<file path="src/rtl/mc_control_if.sv">
// rtl/mc_control_if.sv - control-unit bundle between mc_control and its datapath
interface mc_control_if #(
    parameter int ALUCW = 3
);
    logic [5:0]       op;
    logic [5:0]       funct;
    logic             mem_ready;
    logic             memtoreg;
    logic             regdst;
    logic             iord;
    logic             alusrca;
    logic             irwrite;
    logic             memwrite;
    logic             pcwrite;
    logic             branch;
    logic             regwrite;
    logic             illegal;
    logic             timeout;
    logic [1:0]       pcsrc;
    logic [1:0]       alusrcb;
    logic [ALUCW-1:0] alucontrol;
    logic [3:0]       state;

    modport master (
        output op, funct, mem_ready,
        input  memtoreg, regdst, iord, alusrca, irwrite, memwrite, pcwrite,
               branch, regwrite, illegal, timeout, pcsrc, alusrcb, alucontrol, state
    );

    modport slave (
        input  op, funct, mem_ready,
        output memtoreg, regdst, iord, alusrca, irwrite, memwrite, pcwrite,
               branch, regwrite, illegal, timeout, pcsrc, alusrcb, alucontrol, state
    );
endinterface

</file>
<file path="src/rtl/mc_control.sv">
// rtl/mc_control.sv - multicycle CPU control FSM with memory wait timeout; JUMP_EN enables the JUMP state
module mc_control #(
    parameter int ALUCW       = 3,
    parameter int MEM_TIMEOUT = 8
) (
    input  logic          clk,
    input  logic          reset,
    mc_control_if.slave   bus
);
    localparam logic [3:0] S_FETCH   = 4'd0;
    localparam logic [3:0] S_DECODE  = 4'd1;
    localparam logic [3:0] S_MEMADR  = 4'd2;
    localparam logic [3:0] S_MEMRD   = 4'd3;
    localparam logic [3:0] S_MEMWB   = 4'd4;
    localparam logic [3:0] S_MEMWR   = 4'd5;
    localparam logic [3:0] S_EXECUTE = 4'd6;
    localparam logic [3:0] S_ALUWB   = 4'd7;
    localparam logic [3:0] S_BRANCH  = 4'd8;
    localparam logic [3:0] S_ADDIEX  = 4'd9;
    localparam logic [3:0] S_ADDIWB  = 4'd10;
`ifdef JUMP_EN
    localparam logic [3:0] S_JUMP    = 4'd11;
`endif

    localparam logic [5:0] OP_RTYPE = 6'b000000;
    localparam logic [5:0] OP_LW    = 6'b100011;
    localparam logic [5:0] OP_SW    = 6'b101011;
    localparam logic [5:0] OP_BEQ   = 6'b000100;
    localparam logic [5:0] OP_ADDI  = 6'b001000;
`ifdef JUMP_EN
    localparam logic [5:0] OP_J     = 6'b000010;
`endif

    localparam logic [2:0] ALU_ADD = 3'b010;
    localparam logic [2:0] ALU_SUB = 3'b110;

    logic [3:0] state_q, state_d;
    logic [7:0] cnt_q, cnt_d;
    logic       illegal_q, illegal_d;
    logic       timeout_q, timeout_d;
    logic [5:0] op_q, op_d;
    logic       in_wait;
    logic [8:0] cnt_inc;

    // Next-state, wait counter and one-shot flag computation
    always_comb begin
        state_d   = S_FETCH;
        cnt_d     = '0;
        illegal_d = 1'b0;
        timeout_d = 1'b0;
        op_d      = op_q;
        in_wait   = (state_q == S_FETCH) || (state_q == S_MEMRD) || (state_q == S_MEMWR);
        cnt_inc   = {1'b0, cnt_q} + 9'd1;
        case (state_q)
            S_FETCH:   state_d = bus.mem_ready ? S_DECODE : S_FETCH;
            S_DECODE: begin
                op_d = bus.op;
                case (bus.op)
                    OP_LW, OP_SW: state_d = S_MEMADR;
                    OP_RTYPE:     state_d = S_EXECUTE;
                    OP_BEQ:       state_d = S_BRANCH;
                    OP_ADDI:      state_d = S_ADDIEX;
`ifdef JUMP_EN
                    OP_J:         state_d = S_JUMP;
`endif
                    default:      illegal_d = 1'b1;
                endcase
            end
            S_MEMADR: begin
                if (op_q == OP_LW)      state_d = S_MEMRD;
                else if (op_q == OP_SW) state_d = S_MEMWR;
            end
            S_MEMRD:   state_d = bus.mem_ready ? S_MEMWB : S_MEMRD;
            S_MEMWR:   state_d = bus.mem_ready ? S_FETCH : S_MEMWR;
            S_EXECUTE: state_d = S_ALUWB;
            S_ADDIEX:  state_d = S_ADDIWB;
            default:   state_d = S_FETCH;
        endcase
        // A ready on the final allowed cycle still wins over the timeout.
        if (in_wait && !bus.mem_ready) begin
            if (cnt_inc >= 9'(MEM_TIMEOUT)) begin
                state_d   = S_FETCH;
                timeout_d = 1'b1;
            end else begin
                cnt_d = cnt_inc[7:0];
            end
        end
    end

    // State registers with synchronous reset
    always_ff @(posedge clk) begin
        if (reset) begin
            state_q   <= S_FETCH;
            cnt_q     <= '0;
            illegal_q <= 1'b0;
            timeout_q <= 1'b0;
            op_q      <= '0;
        end else begin
            state_q   <= state_d;
            cnt_q     <= cnt_d;
            illegal_q <= illegal_d;
            timeout_q <= timeout_d;
            op_q      <= op_d;
        end
    end

    logic [2:0] alu_op;
    logic       funct_bad;

    // State-decoded control outputs; fetch strobes qualify on mem_ready
    always_comb begin
        bus.memtoreg = 1'b0;
        bus.regdst   = 1'b0;
        bus.iord     = 1'b0;
        bus.alusrca  = 1'b0;
        bus.irwrite  = 1'b0;
        bus.memwrite = 1'b0;
        bus.pcwrite  = 1'b0;
        bus.branch   = 1'b0;
        bus.regwrite = 1'b0;
        bus.pcsrc    = 2'b00;
        bus.alusrcb  = 2'b00;
        alu_op       = 3'b000;
        funct_bad    = 1'b0;
        case (state_q)
            S_FETCH: begin
                bus.alusrcb = 2'b01;
                alu_op      = ALU_ADD;
                bus.irwrite = bus.mem_ready;
                bus.pcwrite = bus.mem_ready;
            end
            S_DECODE: begin
                bus.alusrcb = 2'b11;
                alu_op      = ALU_ADD;
            end
            S_MEMADR, S_ADDIEX: begin
                bus.alusrca = 1'b1;
                bus.alusrcb = 2'b10;
                alu_op      = ALU_ADD;
            end
            S_MEMRD:   bus.iord = 1'b1;
            S_MEMWB: begin
                bus.memtoreg = 1'b1;
                bus.regwrite = 1'b1;
            end
            S_MEMWR: begin
                bus.iord     = 1'b1;
                bus.memwrite = 1'b1;
            end
            S_EXECUTE: begin
                bus.alusrca = 1'b1;
                case (bus.funct)
                    6'b100000: alu_op = 3'b010;
                    6'b100010: alu_op = 3'b110;
                    6'b100100: alu_op = 3'b000;
                    6'b100101: alu_op = 3'b001;
                    6'b101010: alu_op = 3'b111;
                    default: begin
                        alu_op    = ALU_ADD;
                        funct_bad = 1'b1;
                    end
                endcase
            end
            S_ALUWB: begin
                bus.regdst   = 1'b1;
                bus.regwrite = 1'b1;
            end
            S_BRANCH: begin
                bus.alusrca = 1'b1;
                alu_op      = ALU_SUB;
                bus.branch  = 1'b1;
                bus.pcsrc   = 2'b01;
            end
            S_ADDIWB:  bus.regwrite = 1'b1;
`ifdef JUMP_EN
            S_JUMP: begin
                bus.pcsrc   = 2'b10;
                bus.pcwrite = 1'b1;
            end
`endif
            default: ;
        endcase
    end

    assign bus.alucontrol = ALUCW'(alu_op);
    assign bus.illegal    = illegal_q | funct_bad;
    assign bus.timeout    = timeout_q;
    assign bus.state      = state_q;
endmodule

</file>
<file path="src/flat_wrapper.sv">
// flat-port wrapper written by rule: the top's interface ports become plain ports
module mc_control_flat 
#(
    parameter int ALUCW       = 3,
    parameter int MEM_TIMEOUT = 8
)
  (clk, reset, bus_op, bus_funct, bus_mem_ready, bus_memtoreg, bus_regdst, bus_iord, bus_alusrca, bus_irwrite, bus_memwrite, bus_pcwrite, bus_branch, bus_regwrite, bus_illegal, bus_timeout, bus_pcsrc, bus_alusrcb, bus_alucontrol, bus_state);
  mc_control_if #(.ALUCW(ALUCW)) bus_i ();
  input  logic clk;
  input  logic reset;
  input wire logic [$bits(bus_i.op)-1:0] bus_op;
  input wire logic [$bits(bus_i.funct)-1:0] bus_funct;
  input wire logic [$bits(bus_i.mem_ready)-1:0] bus_mem_ready;
  output wire logic [$bits(bus_i.memtoreg)-1:0] bus_memtoreg;
  output wire logic [$bits(bus_i.regdst)-1:0] bus_regdst;
  output wire logic [$bits(bus_i.iord)-1:0] bus_iord;
  output wire logic [$bits(bus_i.alusrca)-1:0] bus_alusrca;
  output wire logic [$bits(bus_i.irwrite)-1:0] bus_irwrite;
  output wire logic [$bits(bus_i.memwrite)-1:0] bus_memwrite;
  output wire logic [$bits(bus_i.pcwrite)-1:0] bus_pcwrite;
  output wire logic [$bits(bus_i.branch)-1:0] bus_branch;
  output wire logic [$bits(bus_i.regwrite)-1:0] bus_regwrite;
  output wire logic [$bits(bus_i.illegal)-1:0] bus_illegal;
  output wire logic [$bits(bus_i.timeout)-1:0] bus_timeout;
  output wire logic [$bits(bus_i.pcsrc)-1:0] bus_pcsrc;
  output wire logic [$bits(bus_i.alusrcb)-1:0] bus_alusrcb;
  output wire logic [$bits(bus_i.alucontrol)-1:0] bus_alucontrol;
  output wire logic [$bits(bus_i.state)-1:0] bus_state;
  assign bus_i.op = bus_op;
  assign bus_i.funct = bus_funct;
  assign bus_i.mem_ready = bus_mem_ready;
  assign bus_memtoreg = bus_i.memtoreg;
  assign bus_regdst = bus_i.regdst;
  assign bus_iord = bus_i.iord;
  assign bus_alusrca = bus_i.alusrca;
  assign bus_irwrite = bus_i.irwrite;
  assign bus_memwrite = bus_i.memwrite;
  assign bus_pcwrite = bus_i.pcwrite;
  assign bus_branch = bus_i.branch;
  assign bus_regwrite = bus_i.regwrite;
  assign bus_illegal = bus_i.illegal;
  assign bus_timeout = bus_i.timeout;
  assign bus_pcsrc = bus_i.pcsrc;
  assign bus_alusrcb = bus_i.alusrcb;
  assign bus_alucontrol = bus_i.alucontrol;
  assign bus_state = bus_i.state;
  mc_control #(.ALUCW(ALUCW), .MEM_TIMEOUT(MEM_TIMEOUT)) u_core (.clk(clk), .reset(reset), .bus(bus_i));
endmodule
</file>
<file path="config.mk">
export PLATFORM = sky130hd
export DESIGN_NAME = mc_control_flat
export DESIGN_NICKNAME = d
export VERILOG_FILES = /design/src/rtl/mc_control_if.sv /design/src/rtl/mc_control.sv /design/src/flat_wrapper.sv
export SDC_FILE = /design/constraint.sdc
export NUM_CORES = 1
export LEC_CHECK = 0
export CORE_MARGIN = 8
export CORE_UTILIZATION = 46
export CTS_BUF_LIST = sky130_fd_sc_hd__clkbuf_16
export CTS_CLUSTER_SIZE = 8
export DETAILED_ROUTE_END_ITERATION = 8
export PLACE_DENSITY = 0.9
export SLEW_MARGIN = 20
export SYNTH_ARGS = -nofsm -noshare
export SYNTH_HDL_FRONTEND = slang
export SYNTH_SLANG_ARGS = --single-unit
</file>
<file path="constraint.sdc">
create_clock -name clk -period 3.1 [get_ports clk]
set_input_delay 0.62 -clock clk [delete_from_list [all_inputs] [get_ports clk]]
set_output_delay 0.62 -clock clk [all_outputs]
set_load 0.01 [all_outputs]
</file>
==> flow_metrics.tcl <==
set metrics [dict create \
    drt_first_pass_iters 5 \
    rsz0062_at_grt "false" \
    ys_types 41 \
    cts_setup_buffers 0 \
    ir_drop_mv 0.329 \
    powerDensity_nw_per_um2 378 \
    p_seq_share_pct 44.8 \
    place_hpwl_um 2470 \
    drc 0 \
    vias 1186 \
    synth_compound_area_share_pct 18.3 \
    max_stage_delay_ps 550 \
    core_area_um2 2430 \
    cp.arrival_ps 2240 \
    wire_per_inst_um 15.3 \
    via_per_inst 5.59 \
    clockRootBuffer "clkbuf_16" \
    cts_tree "built" \
    synthAdderAreaFrac_pct 2.18 \
    max_slew_margin_pct 60.8 \
    synth_area_um2 1150 \
    synth.avg_cell_area_um2 7.92 \
    p_comb_share_pct 12.7 \
    diodes 0 \
    cap_viol_max_count 0 \
    worstPathBufferInverterCount 2 \
    num-nets-final 201 \
    leakagePower_nw 0.566 \
    final-seq-area_um2 400 \
    drive_gt1_share_pct 8.79 \
    synth_edf_count 0 \
    grt_pass1_vias 1162 \
    drt-total-wl_um 3250 \
    grt_pass1_wl_um 5330 \
    overflow 0 \
    synth_top_family_by_area "simple AND/OR/NAND/NOR gates" \
    async_reset_ff_share_pct 0 \
    cpMostUsedCell "clkdlybuf4s50_1" \
    antenna_found_initial 0 \
    critPathCaptureType "primary output" \
    power_switching_mw 0.129 \
    synth_mux_area_share_pct 1.74 \
    power.total_mw 0.606 \
    synthFlopType "dfxtp_1" \
    outcome "complete, no violations" \
    clk_path_buf_depth 2 \
    portBuffers 35 \
    rows 18 \
    drt_iter0_markers 59 \
    die_x_um 66.0 \
    synthCells 145 \
    syn_to_final_growth_pct 39.5 \
    cts_resized 0 \
    path_clk_slew_ps 50 \
    internal_power_mw 0.477 \
    worstSetupPathType "in -> out" \
    fin_crit_ps 2860 \
    cts_made_buffers 3 \
    critPathTopFamily "buffers and inverters" \
    synth-simple-area-share_pct 34.3 \
    grt_max_degree 16 \
    final-setup-viol-count 0 \
    ys_ff_latch 20 \
    holdCritPathClass "reg -> reg" \
    setup_tns_ps 0 \
    crit_path_start_kind "input pin" \
    fin_worst_skew_ps 3.10 \
    htree_levels 1 \
    switching_share_pct 21.2 \
    io_pins 37 \
    finalCritPeriodShare_pct 92.4 \
    initial_core_util_pct 47.2 \
    worstPathRequired_ps 2480 \
    die_area_um2 4350 \
    clkPwrFrac_pct 42.5 \
    multi_input_area_um2 698 \
    clk_latency_ps 250 \
    antenna_left 0 \
    fillers 209 \
    maxSlewViolCount 0 \
    crit_chain "clkdlybuf4s50_1 > or3b_2 > nor2_1 > clkdlybuf4s50_1" \
    place.gp.congestion 0.864 \
    worst_pin_slew_ps 582 \
    slowest_stage "clkdlybuf4s50_1" \
    cts.sinks 20 \
    synth_xor_area_share_pct 2.29 \
    hold_buffers 0 \
    hold_viol 0 \
    critPathMaxFanout 2 \
    yosys_warnings 0 \
    max_freq_mhz 349 \
    dieHeight_um 66.0 \
    grt_use_total_pct 15.3 \
    yosysSeqAreaShare_pct 34.9 \
]
## path summary, 6_finish.rpt
path,start,endpoint,slack (ps),cells past startpoint
worst min register to register,u_core.op_q[5],u_core.op_q[5],460,2
worst max register to register,u_core.bus.state[3],u_core.bus.state[2],1210,5
worst min-delay path,u_core.op_q[5],u_core.op_q[5],460,2
worst max-delay path,bus_mem_ready,bus_pcwrite,240,4
## state kept, by name (all words and copies together), names as in the netlist
| signal | count |
|---|---|
| u_core.illegal_q | 1 |
| u_core.bus.state | 4 |
| u_core.op_q | 6 |
| u_core.bus.timeout | 1 |
| u_core.cnt_q | 8 |
## cells by family after synthesis
kind of cell               Yosys count
and+or+nand+nor                     73
AOI/OAI and AO/OA                   31
DFF                                 20
buffers and inverters               13
xor gates and xnor gates             3
adders and majority gates            2
muxes                                2
other                                1
## worst min-delay path: cells and delay by family, from the launching register on
kind	cells	cell delay [ps]
flip-flops	1	310
AND/OR/NAND/NOR	1	50
AO/OA/AOI/OAI	1	50
## layer usage
layer | part of all wire [%] | routed length [um] | global-route usage, % | up-vias
li1 | - | - | - | 579
met1 | 41 | 1340 | 17.2 | 552
met2 | 50 | 1610 | 26.4 | 48
met3 | 6.9 | 225 | 3.22 | 7
met4 | 2.3 | 75 | 7.73 | 0
met5 | 0 | 0 | 0 | -
## power groups by stage
stage	logic [mW]	registers [mW]	clock network [mW]
final	0.0767	0.272	0.257
after global routing	0.0837	0.273	0.277
after CTS	0.0761	0.271	0.261
after detailed placement	0.0757	0.277	0
after global placement	0.0727	0.276	0
after floorplan	0.0391	0.275	0
## layout by cell type, fill, tap and decap left out, types with 2 or more instances in the layout
| cell | count |
|---|---|
| nand2_1 | 23 |
| xnor2_1 | 3 |
| nand3_1 | 5 |
| a21boi_0 | 2 |
| a211oi_1 | 3 |
| ha_1 | 2 |
| nor3_1 | 7 |
| o21bai_1 | 3 |
| conb_1 | 6 |
| mux2i_1 | 2 |
| dfxtp_1 | 20 |
| inv_1 | 3 |
| clkdlybuf4s50_1 | 35 |
| a21oi_1 | 13 |
| clkbuf_16 | 3 |
| buf_4 | 4 |
| nor3b_1 | 4 |
| nor4_1 | 3 |
| or3b_2 | 3 |
| nand2b_1 | 7 |
| or2_2 | 2 |
| nor2_1 | 12 |
## metrics by stage
stage                     cell area (um2)  hold slack (ps)  cells  setup slack, ps  util [%]
after floorplan                      1170              432    150             1040         -
after global placement               1530              442    209              265      62.8
after detailed placement             1530              451    209              238      62.8
after CTS                            1600              458    212              230      65.9
after global routing                 1600              485    212              175      65.9
final                                1600              458    212              236      65.9
## cell usage after synthesis (2+ instances only)
cell type | count | area share (%)
a211oi_1 | 3 | 2.0
a21boi_0 | 2 | 1.3
a21oi_1 | 13 | 5.7
buf_1 | 2 | 0.65
buf_4 | 3 | 2.0
clkbuf_1 | 3 | 0.98
dfxtp_1 | 20 | 35
ha_1 | 2 | 2.2
inv_1 | 3 | 0.98
mux2i_1 | 2 | 1.7
nand2_1 | 23 | 7.5
nand2b_1 | 7 | 3.8
nand3_1 | 5 | 2.2
nor2_1 | 12 | 3.9
nor3_1 | 7 | 3.0
nor3b_1 | 4 | 2.6
nor4_1 | 3 | 1.6
o21bai_1 | 3 | 2.0
or2_2 | 2 | 1.1
or3b_2 | 3 | 2.3
xnor2_1 | 3 | 2.3
## cell type report
type | count | share of cell area (%)
clock buffer | 3 | 4.68
sequential | 20 | 25.0
tap | 30 | 2.34
inverter | 3 | 0.703
timing repair buffer | 39 | 23.7
multi-input combinational | 117 | 43.6
No activity file was read; power rests on OpenSTA's default activity.
